### src/rtl/bcd_cnt_pkg.sv
// Shared mode encodings and digit-level helpers for the cascaded BCD/radix counter.
// Values are digit-encoded vectors; comparisons are done digit by digit, never on packed binary.
package bcd_cnt_pkg;

  localparam logic [1:0] MODE_SAT      = 2'd0;
  localparam logic [1:0] MODE_WRAP     = 2'd1;
  localparam logic [1:0] MODE_LIM_SAT  = 2'd2;
  localparam logic [1:0] MODE_LIM_WRAP = 2'd3;

  // Widest digit the helpers accept; callers zero-extend narrower digits.
  localparam int unsigned MaxDw = 8;

  typedef logic [MaxDw-1:0] digit_t;

  typedef enum logic [1:0] {
    CmpEq = 2'b00,
    CmpLt = 2'b01,
    CmpGt = 2'b10
  } cmp_e;

  function automatic logic mode_is_lim(logic [1:0] mode);
    return mode[1];
  endfunction

  function automatic logic mode_is_wrap(logic [1:0] mode);
    return mode[0];
  endfunction

  function automatic cmp_e digit_cmp(digit_t a, digit_t b);
    if (a > b) begin
      return CmpGt;
    end else if (a < b) begin
      return CmpLt;
    end
    return CmpEq;
  endfunction

  // Out-of-range digits are pinned to the largest legal digit.
  function automatic digit_t digit_sat(digit_t d, int unsigned radix);
    if (d >= digit_t'(radix)) begin
      return digit_t'(radix - 1);
    end
    return d;
  endfunction

endpackage

### src/rtl/bcd_digit_cell.sv
// One combinational digit of the cascade: adds or subtracts a small addend (0..2) and
// reports a single carry/borrow to the next digit.
module bcd_digit_cell #(
  parameter int unsigned RADIX = 10,
  parameter int unsigned DW    = 4
) (
  input  logic [DW-1:0] digit_i,
  input  logic [1:0]    add_i,
  input  logic          down_i,
  output logic [DW-1:0] digit_o,
  output logic          cy_o
);

  localparam int unsigned EW = DW + 2;

  logic [EW-1:0] d_ext;
  logic [EW-1:0] a_ext;
  logic [EW-1:0] rad;
  logic [EW-1:0] res;

  // Input digit is always < RADIX, so one carry/borrow is enough for addends up to 2.
  always_comb begin
    d_ext = EW'(digit_i);
    a_ext = EW'(add_i);
    rad   = EW'(RADIX);
    res   = '0;
    cy_o  = 1'b0;
    if (!down_i) begin
      res = d_ext + a_ext;
      if (res >= rad) begin
        res  = res - rad;
        cy_o = 1'b1;
      end
    end else if (d_ext < a_ext) begin
      res  = d_ext + rad - a_ext;
      cy_o = 1'b1;
    end else begin
      res = d_ext - a_ext;
    end
    digit_o = res[DW-1:0];
  end

endmodule

### src/rtl/bcd_cascade_counter.sv
// Multi-digit up/down counter with configurable radix, four overflow modes, load/clear
// and registered carry/borrow pulses for chaining.
module bcd_cascade_counter
  import bcd_cnt_pkg::*;
#(
  parameter int unsigned DIGITS = 2,
  parameter int unsigned RADIX  = 10,
  parameter int unsigned DW     = 4
) (
  input  logic                 clk,
  input  logic                 rst_n,
  input  logic                 inc,
  input  logic                 carry_in,
  input  logic                 up_down_sel,
  input  logic [1:0]           mode,
  input  logic [DIGITS*DW-1:0] max_val,
  input  logic                 load,
  input  logic [DIGITS*DW-1:0] load_val,
  input  logic                 clear,
  output logic [DIGITS*DW-1:0] cnt_out,
  output logic                 carry_out,
  output logic                 borrow_out,
  output logic                 at_zero,
  output logic                 at_max
);

  localparam int unsigned W = DIGITS * DW;

  logic [W-1:0] cnt_q, cnt_d;
  logic         carry_q, carry_d;
  logic         borrow_q, borrow_d;

  logic [1:0]   step;
  logic         lim, wrap;
  logic [W-1:0] all_max, max_sat, load_sat, top;
  logic [W-1:0] raw, top_m1;
  logic [DIGITS-1:0] cy, dcy;
  logic         top_zero;
  logic         cnt_gt_top, raw_gt_top, load_gt_top;
  logic [W-1:0] wrap_up_val, wrap_dn_val;

  assign step = {1'b0, inc} + {1'b0, carry_in};
  assign lim  = mode_is_lim(mode);
  assign wrap = mode_is_wrap(mode);

  // Lexicographic compare from the MSD.
  function automatic logic vec_gt(logic [W-1:0] a, logic [W-1:0] b);
    logic gt;
    logic decided;
    cmp_e c;
    gt      = 1'b0;
    decided = 1'b0;
    for (int i = int'(DIGITS) - 1; i >= 0; i--) begin
      c = digit_cmp(digit_t'(a[i*DW +: DW]), digit_t'(b[i*DW +: DW]));
      if (!decided && c != CmpEq) begin
        decided = 1'b1;
        gt      = (c == CmpGt);
      end
    end
    return gt;
  endfunction

  always_comb begin
    all_max  = '0;
    max_sat  = '0;
    load_sat = '0;
    for (int i = 0; i < int'(DIGITS); i++) begin
      all_max[i*DW +: DW]  = DW'(RADIX - 1);
      max_sat[i*DW +: DW]  = DW'(digit_sat(digit_t'(max_val[i*DW +: DW]), RADIX));
      load_sat[i*DW +: DW] = DW'(digit_sat(digit_t'(load_val[i*DW +: DW]), RADIX));
    end
  end

  assign top = lim ? max_sat : all_max;

  // Two ripple chains: cnt +/- step, and top - 1 for the down-wrap by two.
  for (genvar g = 0; g < DIGITS; g++) begin : g_digit
    logic [1:0] add;
    logic [1:0] dadd;
    if (g == 0) begin : g_lsd
      assign add  = step;
      assign dadd = 2'd1;
    end else begin : g_upper
      assign add  = {1'b0, cy[g-1]};
      assign dadd = {1'b0, dcy[g-1]};
    end

    bcd_digit_cell #(
      .RADIX (RADIX),
      .DW    (DW)
    ) u_cnt_cell (
      .digit_i (cnt_q[g*DW +: DW]),
      .add_i   (add),
      .down_i  (up_down_sel),
      .digit_o (raw[g*DW +: DW]),
      .cy_o    (cy[g])
    );

    bcd_digit_cell #(
      .RADIX (RADIX),
      .DW    (DW)
    ) u_dec_cell (
      .digit_i (top[g*DW +: DW]),
      .add_i   (dadd),
      .down_i  (1'b1),
      .digit_o (top_m1[g*DW +: DW]),
      .cy_o    (dcy[g])
    );
  end

  // top - 1 borrows out of the MSD only when top is zero.
  assign top_zero = dcy[DIGITS-1];

  assign cnt_gt_top  = vec_gt(cnt_q, top);
  assign raw_gt_top  = vec_gt(raw, top);
  assign load_gt_top = vec_gt(load_sat, top);

  // Up-wrap from cnt <= top overshoots by at most one, so the result is 0 or 1;
  // a counter above top (ceiling lowered) restarts at 0.
  always_comb begin
    wrap_up_val = '0;
    if (!cnt_gt_top && cnt_q == top && step == 2'd2 && !top_zero) begin
      wrap_up_val = W'(1);
    end
  end

  // Down-wrap undershoots by one or two.
  always_comb begin
    wrap_dn_val = top;
    if (cnt_q == '0 && step == 2'd2) begin
      wrap_dn_val = top_zero ? '0 : top_m1;
    end
  end

  always_comb begin
    cnt_d    = cnt_q;
    carry_d  = 1'b0;
    borrow_d = 1'b0;
    if (clear) begin
      cnt_d = '0;
    end else if (load) begin
      cnt_d = (lim && load_gt_top) ? top : load_sat;
    end else if (step == 2'd0) begin
      if (lim && cnt_gt_top) begin
        cnt_d = top;
      end
    end else if (!up_down_sel) begin
      if (cy[DIGITS-1] || raw_gt_top) begin
        if (wrap) begin
          cnt_d   = wrap_up_val;
          carry_d = 1'b1;
        end else begin
          cnt_d = top;
        end
      end else begin
        cnt_d = raw;
      end
    end else begin
      if (cy[DIGITS-1]) begin
        if (wrap) begin
          cnt_d    = wrap_dn_val;
          borrow_d = 1'b1;
        end else begin
          cnt_d = '0;
        end
      end else begin
        cnt_d = raw;
      end
    end
  end

  always_ff @(posedge clk or negedge rst_n) begin
    if (!rst_n) begin
      cnt_q    <= '0;
      carry_q  <= 1'b0;
      borrow_q <= 1'b0;
    end else begin
      cnt_q    <= cnt_d;
      carry_q  <= carry_d;
      borrow_q <= borrow_d;
    end
  end

  assign cnt_out    = cnt_q;
  assign carry_out  = carry_q;
  assign borrow_out = borrow_q;
  assign at_zero    = (cnt_q == '0);
  assign at_max     = (cnt_q == top);

endmodule

### config.mk
export PLATFORM = sky130hd
export DESIGN_NAME = bcd_cascade_counter
export DESIGN_NICKNAME = d
export VERILOG_FILES = /design/src/rtl/bcd_cnt_pkg.sv /design/src/rtl/bcd_digit_cell.sv /design/src/rtl/bcd_cascade_counter.sv
export SDC_FILE = /design/constraint.sdc
export NUM_CORES = 1
export LEC_CHECK = 0
export ABC_AREA = 1
export BUFFER_PORTS_ARGS = -buffer_cell sky130_fd_sc_hd__buf_2
export CAP_MARGIN = 20
export CORE_MARGIN = 2
export CORE_UTILIZATION = 46
export CTS_CLUSTER_DIAMETER = 30
export CTS_CLUSTER_SIZE = 25
export DETAILED_ROUTE_END_ITERATION = 16
export PLACE_DENSITY_LB_ADDON = 0.1
export REMOVE_ABC_BUFFERS = 1
export SYNTH_ARGS = -nofsm -noshare
export SYNTH_HDL_FRONTEND = slang
export SYNTH_SLANG_ARGS = --single-unit
### constraint.sdc
create_clock -name clk -period 3.9 [get_ports clk]
set_input_delay 0.585 -clock clk [delete_from_list [all_inputs] [get_ports clk]]
set_output_delay 0.585 -clock clk [all_outputs]
set_load 0.05 [all_outputs]
==> results.sh <==
export IMPL_clock_path_buffers=2
export IMPL_status="complete, but fails checks"
export IMPL_power_frac_seq_pct=11.4
export IMPL_synth_edf_count=0
export IMPL_synth_area_leaders="ha_1 22%, nand2_1 17%, inv_1 9.7%"
export IMPL_r2r_start="cnt_out[1]$_DFFE_PN0P_"
export IMPL_die_area_um2=6940
export IMPL_max_cap_violations=0
export IMPL_fin_crit_sh_pct=111
export IMPL_start_util_pct=48.3
export IMPL_layout_nets=666
export IMPL_p_clk_share_pct=9.3
export IMPL_grt_pass1_wl_um=15700
export IMPL_irDropWorstVdd_v=0.000202
export IMPL_switchingPower_uw=583
export IMPL_dpl_cell_area_um2=3470
export IMPL_synth_top_area_share_pct=22.1
export IMPL_port_buffers=36
export IMPL_drc=0
export IMPL_fin_crit_ns=4.33
export IMPL_leakage_uw=0.00222
export IMPL_hold_buffers=0
export IMPL_antenna_found_initial=0
export IMPL_h_tree_depth=1
export IMPL_cts_sinks=10
export IMPL_tightest_slew_ns=0.491
export IMPL_fp_coreArea_um2=5990
export IMPL_cp_max_fo=5
export IMPL_overflow=0
export IMPL_finalMaxSlewViolations=0
export IMPL_cellInternalPower_uw=591
export IMPL_synthCells=479
export IMPL_dp_cells=630
export IMPL_cp_top_family="simple AND/OR/NAND/NOR gates"
export IMPL_required_ns=4.01
export IMPL_grt_usage_pct=27.5
export IMPL_combPwrFrac_pct=79.3
export IMPL_utilization_pct=68.4
export IMPL_finalHoldViolations=0
export IMPL_startpoint="inc"
export IMPL_cts_tree="yes"
export IMPL_fin_worst_skew_ns=0.00394
export IMPL_syn_area_um2=2890
export IMPL_ioPinCount=37
export IMPL_ys_warn_count=0
export IMPL_critPathMostFrequentCell="nand2_1"
export IMPL_final_cell_mix="112 x nand2_1, 76 x buf_4, 64 x inv_1, 41 x nand3_1"
export IMPL_min_path_type="in2async"
export IMPL_rsz0062_at_grt="yes"
export IMPL_numCtsBuffers=3
export IMPL_syn_avg_cell_area_um2=6.04
export IMPL_powerDensity_nw_per_um2=286
export IMPL_cp_arrival_ns=4.45
export IMPL_dr_first_iter_drc_count=215
export IMPL_clockRootBuffer="clkbuf_8"
export IMPL_clk_pin_slew_ns=0.05
export IMPL_wire_per_inst_um=14.9
export IMPL_layout_commonest_cell="nand2_1"
export IMPL_ant_nets=0
export IMPL_vias_per_cell=5.31
export IMPL_die_y_um=83.3
export IMPL_violations="setup timing"
export IMPL_setup_tns_ns=-3.49
export IMPL_crit_buf_inv=6
export IMPL_via_count=3507
export IMPL_drive_above_1_share_pct=34.5
export IMPL_fin_area_um2=4100
export IMPL_setup_ws_ns=-0.433
export IMPL_fmaxAchievable_mhz=231
export IMPL_wl_um=9820
export IMPL_endpoint_kind="flop"
export IMPL_dp_hpwl_um=7280
export IMPL_switching_share_pct=49.7
export IMPL_rows=28
export IMPL_worstSetupPathType="in2reg"
export IMPL_grt_max_degree=16
export IMPL_critical_path_max_stage_delay_ns=0.27
export IMPL_synth_ff_type="dfrtp_1"
export IMPL_area_growth_pct=41.7
export IMPL_die_x_um=83.3
export IMPL_fin_hold_ws_ns=0.213
export IMPL_grt_pass1_vias=3335
export IMPL_n_antenna_cell=0
export IMPL_worstSetupStartpointType="input port"
export IMPL_synth_cell_types=37
export IMPL_first_pass_iters=5
export IMPL_yosysTopAreaCell="ha_1"
export IMPL_async_flop_share_pct=100
export IMPL_ys_seq_area_share_pct=8.65
export IMPL_stdcell_count=661
export IMPL_relSlewSlack_pct=66.9
export IMPL_setup_viol=9
export IMPL_clk_latency_ns=0.24
export IMPL_crit_path_top_delay_cell="ha_4"
export IMPL_synth_seq_cells=10
export IMPL_gp_congestion=0.907
[layout make-up]
type / instances / area, um^2
repair buffers: 113 / 782
inverters: 79 / 314
clock buffers: 3 / 41.3
fillers: 556 / 1890
multi-input cells: 381 / 2620
flip-flops and latches: 10 / 250
well taps: 75 / 93.8
[state kept, by name, indices dropped and copies added, names as in the netlist]
register / count
carry_out: 1
cnt_out: 8
borrow_out: 1
[cell usage after synthesis (all sizes together), types with 2 or more instances]
cell      n
ha       51
o21bai    2
nand2   135
inv      79
clkbuf    6
nor3      4
nand3    55
a21oi    33
o211ai    4
nand4     3
buf       4
nor2     40
xor2      6
dfrtp    10
and2      2
o21ai    36
fa        2
o22ai     2
[per-stage QoR]
step / setup slack, ns / total power, uW
detailed placement: -1.14 / 856
CTS: -0.338 / 1090
global placement: -1.07 / 843
global route: -0.662 / 1280
floorplan: -0.715 / 592
finish: -0.433 / 1170
[per-layer routing]
metal	global-route usage, %	wire length [um]	vias to the layer above	part of all wire (%)
met1	35.2	4220	1600	43
met5	0	0	-	0
met3	3.18	474	19	4.8
met4	8.49	208	0	2.1
li1	-	-	1773	-
met2	48.1	4920	115	50
[timing repair]
item	in CTS	in global routing
resized for setup	62	31
gates cloned	1	0
setup endpoints to repair	9	9
buffers inserted	19	10
pin swaps	27	27
[worst reg2reg max path: cells and delay by family (launching register included)]
kind / cells / cell delay, ns
AOI/OAI and AO/OA: 4 / 0.41
adders and majority gates: 6 / 1.35
buffers and inverters: 4 / 0.19
DFF: 1 / 0.42
and+or+nand+nor: 21 / 1.66
[path summary, 6_finish.rpt]
| check | end | slack [ns] | cells past startpoint |
|---|---|---|---|
| max in group asynchronous | cnt_out[1]$_DFFE_PN0P_ | 3.47 | 1 |
| worst max-delay path | cnt_out[4]$_DFFE_PN0P_ | -0.43 | 38 |
| min in group clk | cnt_out[7]$_DFFE_PN0P_ | 0.64 | 2 |
| worst max register to register | cnt_out[4]$_DFFE_PN0P_ | -0.26 | 35 |
| worst min register to register | cnt_out[7]$_DFFE_PN0P_ | 0.64 | 2 |
| worst min-delay path | borrow_out$_DFF_PN0_ | 0.21 | 1 |
[power by group through the flow]
stage / sequential (uW) / combinational, uW / clock [uW]
after global placement: 130 / 713 / 0
after detailed placement: 131 / 726 / 0
after global routing: 135 / 1020 / 117
after floorplan: 166 / 426 / 0
final: 134 / 931 / 109
after CTS: 132 / 844 / 111
[cell families after synthesis]
logic type                 count (synthesis)  share of synthesized area [%]
adders and majority gates                 53                           23.5
buffers and inverters                     89                           12.9
AOI/OAI and AO/OA                         80                           15.1
and+or+nand+nor                          241                           38.1
DFF                                       10                           8.65
xor gates and xnor gates                   6                           1.82
Power figures use the tool's default switching activity.
